--- config.mk ---
export PLATFORM = sky130hd
export DESIGN_NAME = operand_fetch
export DESIGN_NICKNAME = d
export VERILOG_FILES = /design/src/rtl/operand_fetch_pkg.sv /design/src/rtl/operand_fetch_regfile.sv /design/src/rtl/operand_fetch.sv
export SDC_FILE = /design/constraint.sdc
export NUM_CORES = 1
export LEC_CHECK = 0
export ABC_CLOCK_PERIOD_IN_PS = 3400
export BUFFER_PORTS_ARGS = -buffer_cell sky130_fd_sc_hd__buf_2
export CAP_MARGIN = 20
export CORE_MARGIN = 10
export CORE_UTILIZATION = 50
export CTS_CLUSTER_DIAMETER = 50
export CTS_CLUSTER_SIZE = 25
export DETAILED_ROUTE_END_ITERATION = 7
export PLACE_DENSITY = 0.68
export SYNTH_ARGS = -nofsm -noshare
export SYNTH_HDL_FRONTEND = slang
export SYNTH_SLANG_ARGS = --single-unit
--- constraint.sdc ---
create_clock -name clk -period 3.4 [get_ports clk]
set_clock_uncertainty 0.05 [all_clocks]
set_input_delay 0.68 -clock clk [delete_from_list [all_inputs] [get_ports clk]]
set_output_delay 0.68 -clock clk [all_outputs]
set_load 0.005 [all_outputs]
--- src/rtl/operand_fetch_pkg.sv ---
// Shared widths, FSM state encoding and shift codes for the operand-fetch stage.
package operand_fetch_pkg;

  localparam int DATA_W = 16;
  localparam int NREG   = 8;
  localparam int REG_AW = $clog2(NREG);

  typedef enum logic [1:0] {
    ST_IDLE   = 2'd0,
    ST_LOAD_A = 2'd1,
    ST_LOAD_B = 2'd2,
    ST_ISSUE  = 2'd3
  } state_e;

  localparam logic [1:0] SHIFT_PASS = 2'b00;
  localparam logic [1:0] SHIFT_LSL  = 2'b01;
  localparam logic [1:0] SHIFT_LSR  = 2'b10;
  localparam logic [1:0] SHIFT_ASR  = 2'b11;

endpackage

--- src/rtl/operand_fetch_regfile.sv ---
// Architectural register file: one synchronous write port, one combinational
// read port, cleared by the asynchronous reset.
module op_regfile
  import operand_fetch_pkg::*;
(
  input  logic              clk,
  input  logic              reset_n,
  input  logic              wr_en_i,
  input  logic [REG_AW-1:0] wr_addr_i,
  input  logic [DATA_W-1:0] wr_data_i,
  input  logic [REG_AW-1:0] rd_addr_i,
  output logic [DATA_W-1:0] rd_data_o
);

  logic [DATA_W-1:0] regs_q [NREG];

  always_ff @(posedge clk or negedge reset_n) begin
    if (!reset_n) begin
      for (int i = 0; i < NREG; i++) begin
        regs_q[i] <= '0;
      end
    end else if (wr_en_i) begin
      regs_q[wr_addr_i] <= wr_data_i;
    end
  end

  assign rd_data_o = regs_q[rd_addr_i];

endmodule

--- src/rtl/operand_fetch.sv ---
// Operand-fetch stage: reads Rn then Rm into the A/B latches and hands them,
// with the shift code, to the shifter over a valid/ready handshake.
module operand_fetch
  import operand_fetch_pkg::*;
(
  input  logic              clk,
  input  logic              reset_n,
  input  logic              start,
  input  logic [REG_AW-1:0] rn,
  input  logic [REG_AW-1:0] rm,
  input  logic [1:0]        shift_in,
  output logic              busy,
  input  logic              wb_en,
  input  logic [REG_AW-1:0] wb_reg,
  input  logic [DATA_W-1:0] wb_data,
  output logic              out_valid,
  input  logic              out_ready,
  output logic [DATA_W-1:0] a_out,
  output logic [DATA_W-1:0] b_out,
  output logic [1:0]        shift_out
);

  state_e            state_q, state_d;
  logic [REG_AW-1:0] rn_q, rn_d, rm_q, rm_d;
  logic [1:0]        shift_q, shift_d;
  logic [DATA_W-1:0] a_q, a_d, b_q, b_d;
  logic [REG_AW-1:0] rd_addr;
  logic [DATA_W-1:0] rd_data;
  logic [DATA_W-1:0] fetch_data;

  assign rd_addr = (state_q == ST_LOAD_B) ? rm_q : rn_q;

  op_regfile u_regfile (
    .clk       (clk),
    .reset_n   (reset_n),
    .wr_en_i   (wb_en),
    .wr_addr_i (wb_reg),
    .wr_data_i (wb_data),
    .rd_addr_i (rd_addr),
    .rd_data_o (rd_data)
  );

  // A write landing on the register being fetched this cycle must win over the stale copy.
  assign fetch_data = (wb_en && (wb_reg == rd_addr)) ? wb_data : rd_data;

  always_comb begin
    state_d = state_q;
    rn_d    = rn_q;
    rm_d    = rm_q;
    shift_d = shift_q;
    a_d     = a_q;
    b_d     = b_q;
    case (state_q)
      ST_IDLE: begin
        if (start) begin
          rn_d    = rn;
          rm_d    = rm;
          shift_d = shift_in;
          state_d = ST_LOAD_A;
        end
      end
      ST_LOAD_A: begin
        a_d     = fetch_data;
        state_d = ST_LOAD_B;
      end
      ST_LOAD_B: begin
        b_d     = fetch_data;
        state_d = ST_ISSUE;
      end
      ST_ISSUE: begin
        if (out_ready) begin
          state_d = ST_IDLE;
        end
      end
      default: state_d = ST_IDLE;
    endcase
  end

  always_ff @(posedge clk or negedge reset_n) begin
    if (!reset_n) begin
      state_q <= ST_IDLE;
      rn_q    <= '0;
      rm_q    <= '0;
      shift_q <= '0;
      a_q     <= '0;
      b_q     <= '0;
    end else begin
      state_q <= state_d;
      rn_q    <= rn_d;
      rm_q    <= rm_d;
      shift_q <= shift_d;
      a_q     <= a_d;
      b_q     <= b_d;
    end
  end

  assign busy      = (state_q != ST_IDLE);
  assign out_valid = (state_q == ST_ISSUE);
  assign a_out     = a_q;
  assign b_out     = b_q;
  assign shift_out = shift_q;

endmodule

==> impl_metrics.csv, run 1 <==
group,metric,value,unit
cts,cts_tree,"built",
critical_path,max_stage_delay,0.71,ns
placed_design,portBuffers,67,
cts,ctsResizeCount,0,
sta,rsz0062_at_grt,"false",
critical_path,ff2ff_setup_slack,0.38,ns
yosys,syn_nets,880,
cts,numCtsBuffers,17,
final_layout,final.fill_count,1498,
final_layout,fin_nets,914,
floorplanning,io_pins,68,
sta,fmax,0.3316,GHz
yosys,post_synth_num_cell_types,31,
critical_path,arrival,3.31,ns
critical_path,criticalPathCategory,"reg2reg",
floorplanning,die_height,152.8,µm
critical_path,worstPathMaxFanout,32,
cts,htree_levels,4,
yosys,ys_seq_area_share,48.23,%
cts,root_buffer,"clkbuf_16",
drt,vias,6773,
flow_run,maxCapViolCount,0,
pwr,p_leak,0.004126,µW
min_path,hold_path_class,"in2async",
critical_path,slowest_stage,"mux2_2",
sta,drv_slew,0,
pwr,power,9619,µW
floorplanning,start_util,51.00,%
global_routing,grt_overflow_total,0,
sta,hold_viol,0,
sta,tightest_slew,0.9818,ns
cts,clkLatencyLatePin,0.42,ns
critical_path,cp_cell_sequence,"inv_1 -> ha_2 -> buf_4 -> mux2_2 -> nand2_1 -> a221oi_1 -> o22ai_1 -> o21ai_0",
run_status,status,"finished clean",
critical_path,start_kind,"register",
sta,relSlewSlack,34.54,%
pwr,peakVddDrop,0.0006490,V
yosys,netlist_instances,843,
sta,fin_setup_tns,0,ns
global_routing,grt_pass1_vias,6790,
sta,fin_crit_sh,88.70,%
drt,drtAntennaViolNets,0,
final_layout,syn2layout_area_growth,13.21,%
cts,post_cts.repair.setup_buffers,0,
final_layout,final_cell_mix,"dfrtp_1, mux2_2, nand2b_1, nor2_1, buf_2",
final_layout,seq_area,4257,µm²
yosys,avgSynthCellArea,10.46,µm²
floorplanning,fp.dieW,152.8,µm
placed_design,place.gp.congestion,0.7868,
floorplanning,core-area,17300,µm²
drt,drt-total-wl,23.71,mm
final_layout,multiInputGateArea,4235,µm²
sta,setup_violations,0,
floorplanning,dieArea,23350,µm²
global_routing,grt_pass1_wl,37.72,mm
drt,remaining_drc_errors,0,
floorplanning,rows,48,
placed_design,dp_hpwl,14.50,mm
critical_path,cp.required,3.69,ns
final_layout,final_common_cell,"dfrtp_1",
drt,drt_pass1_iterations,5,
cts,ctsHoldBuffers,0,
sta,min_period,3.016,ns
drt,drt_iter0_drc,485,
yosys,ys_ff_latch,170,
final_layout,drive_gt1_share,31.46,%
global_routing,grt_usage,19.90,%
global_routing,grt_max_degree,60,
pwr,power_density,963.3,nW/µm²
global_routing,antenna_found_initial,1,
critical_path,end_kind,"register",
cts,cts_num_sinks,170,
drt,wl_per_cell,21.24,µm
yosys,syn_area,8821,µm²
cts,cts.clk_slew.worst_paths,0.07,ns
yosys,yosys_warnings,0,
cts,clockBufferDepth,2,
drt,avgViaCountPerCell,6.069,
sequential cells by signal (all words and copies together), names as in the netlist:
name	cells
u_regfile.regs_q	128
a_out	16
b_out	16
rm_q	3
rn_q	3
shift_out	2
state_q	2
cell type report:
| type | instances | area share, % |
|---|---|---|
| diodes | 1 | 0.02506 |
| clock buffers | 17 | 4.260 |
| clock inverters | 15 | 1.779 |
| inverters | 4 | 0.1504 |
| multi-input cells | 588 | 42.41 |
| flip-flops and latches | 170 | 42.63 |
| well taps | 225 | 2.819 |
| repair buffers | 96 | 5.927 |
metal layers:
| layer | part of all wire (%) | global-route usage [%] | wire length [µm] | vias to the layer above |
|---|---|---|---|---|
| li1 | - | - | - | 3086 |
| met1 | 46 | 26.42 | 10900 | 3460 |
| met2 | 47 | 32.24 | 11220 | 198 |
| met3 | 4.9 | 3.283 | 1152 | 29 |
| met4 | 1.8 | 6.812 | 436 | 0 |
| met5 | 0 | 0 | 0 | - |
synth_stat cells (all sizes together):
master  instances  area share, %
or4b            1           0.11
a21oi          49            2.8
buf            27            1.5
nor2b           3           0.21
nor3            3           0.17
nor3b           2           0.28
xnor2           3           0.30
ha              5           0.71
nand4b          3           0.30
a221oi          1          0.099
o221ai         30            3.0
nor2           91            3.9
nand2          25            1.1
o21ai          34            1.9
mux2          139             18
nand4           1          0.071
a22o            3           0.30
nand2b         96            6.8
clkbuf         54            2.3
and2            1          0.071
inv             4           0.17
a22oi          30            2.6
nor4b           1           0.27
dfrtp         170             48
a31oi          32            2.3
o22ai          32            2.3
mux2i           3           0.62
through the flow:
step	util (%)	cells	setup slack, ns	cell area [µm²]	hold slack, ns
floorplan	-	843	1.016	8821	0.3344
global placement	54.14	1082	0.4993	9365	0.4353
detailed placement	54.14	1082	0.4138	9365	0.4399
CTS	57.63	1114	0.3808	9968	0.1921
global route	57.73	1116	0.1246	9986	0.2129
finish	57.73	1116	0.3841	9986	0.1817
power breakdown:
part	leakage [µW]	switching (µW)	total [µW]	internal [µW]
logic	0.00182	2710	4570	1860
clock network	0.000281	831	1990	1150
registers	0.00202	421	3060	2640
total	0.00413	3970	9620	5650
final timing paths:
path	from	end	depth (start not counted)
max	state_q[0]	b_out[14]	8
min	reset_n	u_regfile.regs_q[111]	1
max reg2reg	state_q[0]	b_out[14]	8
min reg2reg	shift_out[0]	shift_out[0]	1
max in group asynchronous	reset_n	u_regfile.regs_q[103]	2
min in group clk	rn[2]	rn_q[2]	2
cells by family after synthesis:
logic type | share of synthesized area, %
XOR/XNOR | 0.2979
AND/OR/NAND/NOR | 13.23
flip-flops | 48.23
buffers and inverters | 3.986
multiplexers | 18.37
AO/OA/AOI/OAI | 15.18
adder cells (fa/ha/maj) | 0.7092
critical path, delay by kind of cell (launching register included):
family                     cells  cell delay [ns]
and+or+nand+nor                1             0.12
adders and majority gates      1             0.55
buffers and inverters          2             0.45
DFF                            1             0.40
muxes                          1             0.71
AOI/OAI and AO/OA              3             0.64
Power figures use the tool's default switching activity.
==> inputs of run 2 (changes only) <==
- BUFFER_PORTS_ARGS: -buffer_cell sky130_fd_sc_hd__buf_2 -> not set
- DONT_BUFFER_PORTS: not set -> 1
- PLACE_DENSITY: 0.68 -> not set
==> run 2 against run 1 <==
  * The flow now finishes with violations (negative hold slack)
  * Sequential power grew 3%
  * Combinational power shrank 6.8%
  * Highest routed layer unchanged
  * Sequential share of layout area grew 1.5 points
  * Setup slack lost 0.11 ns
  * Critical endpoint is now a_out[6]
  * Global-route usage grew 1.0 points
==> impl_metrics.csv, run 2 (synthesized netlist as in run 1, its figures left out) <==
group,metric,value,unit
cts,cts_tree,"built",
final_layout,syn2layout_area_growth,9.348,%
floorplanning,fp.dieW,152.8,µm
global_routing,grt_overflow_total,0,
placed_design,place.gp.congestion,0.8118,
sta,whs,-0.1182,ns
final_layout,largest_reg_flops,128,
floorplanning,start_util,51.00,%
critical_path,cp.required,3.62,ns
critical_path,start_kind,"register",
final_layout,final_cell_mix,"dfrtp_1, mux2_2, nand2b_1, nor2_1, a21oi_1",
critical_path,ff2ff_setup_slack,0.27,ns
critical_path,rr_worst_depth,8,
final_layout,n_antenna_cell,0,
pwr,power_density,989.9,nW/µm²
sta,tightest_slew,0.9586,ns
final_layout,seq_area,4257,µm²
placed_design,dp_cells,1008,
final_layout,final_common_cell,"dfrtp_1",
cts,cts.clk_slew.worst_paths,0.07,ns
critical_path,r2r-start,"state_q[0]",
sta,fmax,0.3199,GHz
drt,drtAntennaViolNets,0,
min_path,hold_path_class,"in2async",
final_layout,fin_util,55.77,%
cts,cts_num_sinks,170,
cts,clkLatencyLatePin,0.44,ns
final_layout,largest-register,"u_regfile.regs_q",
placed_design,dp_hpwl,14.58,mm
floorplanning,core-area,17300,µm²
critical_path,cp-endpoint,"a_out[6]",
placed_design,portBuffers,0,
critical_path,end_kind,"register",
sta,min_period,3.126,ns
run_status,violations,"negative hold slack",
drt,vias,6580,
sta,fin_setup_tns,0,ns
critical_path,startpoint,"state_q[0]",
placed_design,placement.cell_area,8994,µm²
global_routing,grt_pass1_wl,39.23,mm
drt,drt_iter0_drc,590,
pwr,p_leak,0.003856,µW
final_layout,instances_no_fill,1040,
run_status,status,"finished with violations",
sta,fin_crit_sh,91.93,%
cts,htree_levels,4,
cts,ctsResizeCount,0,
flow_run,maxCapViolCount,0,
drt,remaining_drc_errors,0,
cts,clockBufferDepth,2,
sta,setup_violations,0,
floorplanning,die_height,152.8,µm
pwr,peakVddDrop,0.0009879,V
sta,relSlewSlack,36.09,%
cts,numCtsBuffers,17,
sta,drv_slew,0,
final_layout,final_area,9646,µm²
floorplanning,io_pins,68,
cts,root_buffer,"clkbuf_16",
floorplanning,rows,48,
final_layout,final.fill_count,1477,
sta,hold_viol,170,
global_routing,grt_max_degree,171,
drt,wl_per_cell,23.73,µm
drt,avgViaCountPerCell,6.327,
final_layout,fin_nets,839,
drt,drt_pass1_iterations,5,
final_layout,multiInputGateArea,4233,µm²
global_routing,grt_usage,20.94,%
global_routing,grt_pass1_vias,6721,
final_layout,drive_gt1_share,25.03,%
critical_path,criticalPathCategory,"reg2reg",
critical_path,arrival,3.34,ns
global_routing,antenna_found_initial,0,
cts,post_cts.repair.setup_buffers,0,
critical_path,worstPathMaxFanout,37,
floorplanning,dieArea,23350,µm²
drt,drt-total-wl,24.68,mm
critical_path,critical_path.reg2reg.endpoint,"a_out[6]",
sta,rsz0062_at_grt,"false",
## run 2: cell count changes in the layout (fill, tap and decap cells not counted), sizes merged
cell / before / now
buf: 96 / 21
clkinvlp: 5 / 4
inv: 4 / 7
clkbuf: 17 / 20
diode: 1 / 0
bufinv: 3 / 4
clkinv: 7 / 1
## run 2: area by class of cell
cell class	count	area share, %
Sequential cell	170	44.13
Multi-Input combinational cell	588	43.88
Clock buffer	20	4.839
Tap cell	225	2.919
Timing Repair Buffer	21	2.153
Clock inverter	12	1.920
Inverter	4	0.1557
## run 2: critical path, cell delays in order, from the launching register on
cell and delay [ns]:
dfrtp_1 0.41, inv_1 0.14, ha_2 0.38, buf_4 0.45, mux2_2 0.70, nor2_1 0.25, o221ai_1 0.15, a21oi_1 0.29
a31oi_1 0.13
## run 2: layer usage
| layer | GRT usage (%) | vias up | share of wire (%) | routed length (µm) |
|---|---|---|---|---|
| li1 | - | 2949 | - | - |
| met1 | 27.71 | 3401 | 44 | 10900 |
| met2 | 32.61 | 210 | 47 | 11630 |
| met3 | 5.864 | 20 | 7.7 | 1903 |
| met4 | 6.403 | 0 | 0.98 | 243 |
| met5 | 0 | - | 0 | 0 |
## run 2: worst min-delay path by stage
stage,start,end
finish,reset_n,u_regfile.regs_q[35]
floorplan,reset_n,a_out[0]
global placement,reset_n,u_regfile.regs_q[50]
detailed placement,reset_n,u_regfile.regs_q[34]
global route,reset_n,u_regfile.regs_q[35]
CTS,reset_n,u_regfile.regs_q[35]
## run 2: per-stage QoR
stage          total power [µW]  setup WS [ns]  hold slack [ns]
6_report                   9548         0.2745          -0.1182
3_5_place_dp               7411         0.3484           0.3428
5_1_grt                   10210        0.02796          -0.1389
2_1_floorplan              6208          1.016           0.3344
4_1_cts                    9580         0.3010          -0.1250
3_3_place_gp               7238         0.4976           0.3429
## run 2: power breakdown
| group | switching (µW) | total (µW) | internal, µW |
|---|---|---|---|
| Sequential | 499 | 3140 | 2640 |
| Clock | 855 | 2150 | 1300 |
| Combinational | 2560 | 4260 | 1700 |
| Total | 3910 | 9550 | 5640 |
==> inputs of run 3 (changes only) <==
- CORE_ASPECT_RATIO: not set -> 1.25
==> run 3 against run 2 <==
  * Via count is 0.33% higher
  * Hold slack better by 0.0097 ns
  * Cell area fell by 0.96%
  * Largest power group unchanged
  * The run still ends with negative hold slack left
  * Wire length grew 0.88%
==> impl_metrics.csv, run 3 (synthesized netlist as in run 1, its figures left out) <==
group,metric,value,unit
critical_path,cp.required,3.61,ns
floorplanning,die_height,168.5,µm
drt,drt_pass1_iterations,5,
sta,drv_slew,0,
floorplanning,io_pins,68,
critical_path,arrival,3.19,ns
pwr,p_leak,0.003833,µW
cts,clkLatencyLatePin,0.43,ns
sta,fin_crit_sh,87.50,%
critical_path,cp_top_family,"multiplexers",
critical_path,critical_path.reg2reg.endpoint,"a_out[12]",
flow_run,maxCapViolCount,0,
drt,avgViaCountPerCell,6.336,
global_routing,grt_max_degree,171,
drt,drtAntennaViolNets,0,
sta,relSlewSlack,35.83,%
critical_path,rr_worst_depth,8,
placed_design,pre_cts_slack,0.5021,ns
drt,remaining_drc_errors,0,
sta,whs,-0.1085,ns
drt,drt_iter0_drc,680,
cts,cts.clk_slew.worst_paths,0.06,ns
final_layout,final.fill_count,1456,
sta,setup_ws,0.4250,ns
final_layout,seq_area,4257,µm²
critical_path,start_kind,"register",
critical_path,crit_buf_inv,2,
global_routing,antenna_found_initial,2,
floorplanning,fp.dieW,138.8,µm
cts,htree_levels,4,
placed_design,portBuffers,0,
final_layout,largest-register,"u_regfile.regs_q",
final_layout,final_common_cell,"dfrtp_1",
global_routing,grt_overflow_total,0,
critical_path,criticalPathCategory,"reg2reg",
drt,wl_per_cell,23.89,µm
pwr,peakVddDrop,0.0004254,V
critical_path,end_kind,"register",
critical_path,worstPathMaxFanout,32,
final_layout,drive_gt1_share,24.69,%
drt,drt-total-wl,24.89,mm
sta,fmax,0.3361,GHz
placed_design,dp_cells,1010,
global_routing,grt_pass1_vias,6652,
pwr,power_density,975.4,nW/µm²
floorplanning,core-area,17430,µm²
placed_design,placement.cell_area,8977,µm²
final_layout,final_cell_mix,"dfrtp_1, mux2_2, nand2b_1, nor2_1, a21oi_1",
cts,numCtsBuffers,17,
final_layout,multiInputGateArea,4233,µm²
min_path,hold_path_class,"in2async",
final_layout,final_area,9553,µm²
sta,setup_violations,0,
final_layout,syn2layout_area_growth,8.298,%
cts,post_cts.repair.setup_buffers,0,
final_layout,fin_nets,842,
global_routing,grt_pass1_wl,38.70,mm
final_layout,n_antenna_cell,0,
critical_path,r2r-start,"state_q[0]",
placed_design,place.gp.congestion,0.7810,
floorplanning,dieArea,23390,µm²
cts,cts_num_sinks,170,
cts,ctsResizeCount,0,
run_status,violations,"negative hold slack",
sta,tightest_slew,0.9626,ns
final_layout,largest_reg_flops,128,
sta,fin_setup_tns,0,ns
drt,vias,6602,
sta,min_period,2.975,ns
critical_path,max_stage_delay,0.69,ns
critical_path,cp_cell_sequence,"inv_1 -> ha_2 -> buf_4 -> mux2_2 -> nor2_1 -> o221ai_1 -> a21oi_1 -> a31oi_1",
sta,hold_viol,170,
cts,clockBufferDepth,2,
global_routing,grt_usage,20.93,%
run_status,status,"finished with violations",
critical_path,slowest_stage,"mux2_2",
cts,cts_tree,"built",
critical_path,startpoint,"state_q[0]",
final_layout,instances_no_fill,1042,
critical_path,ff2ff_setup_slack,0.42,ns
sta,rsz0062_at_grt,"false",
floorplanning,rows,54,
placed_design,dp_hpwl,14.86,mm
floorplanning,start_util,50.60,%
final_layout,fin_util,54.80,%
cts,root_buffer,"clkbuf_16",
==> run 3: per-stage QoR <==
| step | hold WS, ns | power [µW] |
|---|---|---|
| after global placement | 0.3435 | 7237 |
| final | -0.1085 | 9317 |
| after floorplan | 0.3344 | 6208 |
| after global routing | -0.1227 | 9935 |
| after detailed placement | 0.3436 | 7401 |
| after CTS | -0.1144 | 9338 |
==> run 3: cell type report <==
cell class              count  area share (%)
well taps                 224           2.934
flip-flops and latches    170           44.56
clock inverters             7          0.9430
clock buffers              25           5.082
inverters                   4          0.1572
repair buffers             24           2.017
multi-input cells         588           44.31
==> run 3: worst reg2reg max path: stages (launching register included) <==
cell and delay [ns]:
dfrtp_1 0.40, inv_1 0.14, ha_2 0.37, buf_4 0.36, mux2_2 0.70, nor2_1 0.23, o221ai_1 0.14, a21oi_1 0.31
a31oi_1 0.13
==> run 3: metal layers <==
layer / vias to the layer above / wire, µm / GRT usage (%)
met2: 220 / 12190 / 34.95
met5: - / 22 / 0
met3: 62 / 1528 / 4.731
met4: 4 / 643 / 8.496
met1: 3374 / 10510 / 25.63
li1: 2942 / - / -
==> run 3: worst max-delay path by stage <==
| stage | end | cells past startpoint |
|---|---|---|
| 6_report | a_out[12] | 8 |
| 5_1_grt | b_out[14] | 8 |
| 4_1_cts | a_out[12] | 8 |
| 3_5_place_dp | a_out[12] | 8 |
| 3_3_place_gp | a_out[14] | 8 |
| 2_1_floorplan | u_regfile.regs_q[117] | 5 |
==> run 3: power breakdown <==
group | total [µW] | switching (µW) | internal [µW]
Sequential | 3140 | 502 | 2640
Combinational | 4250 | 2570 | 1680
Clock | 1930 | 788 | 1140
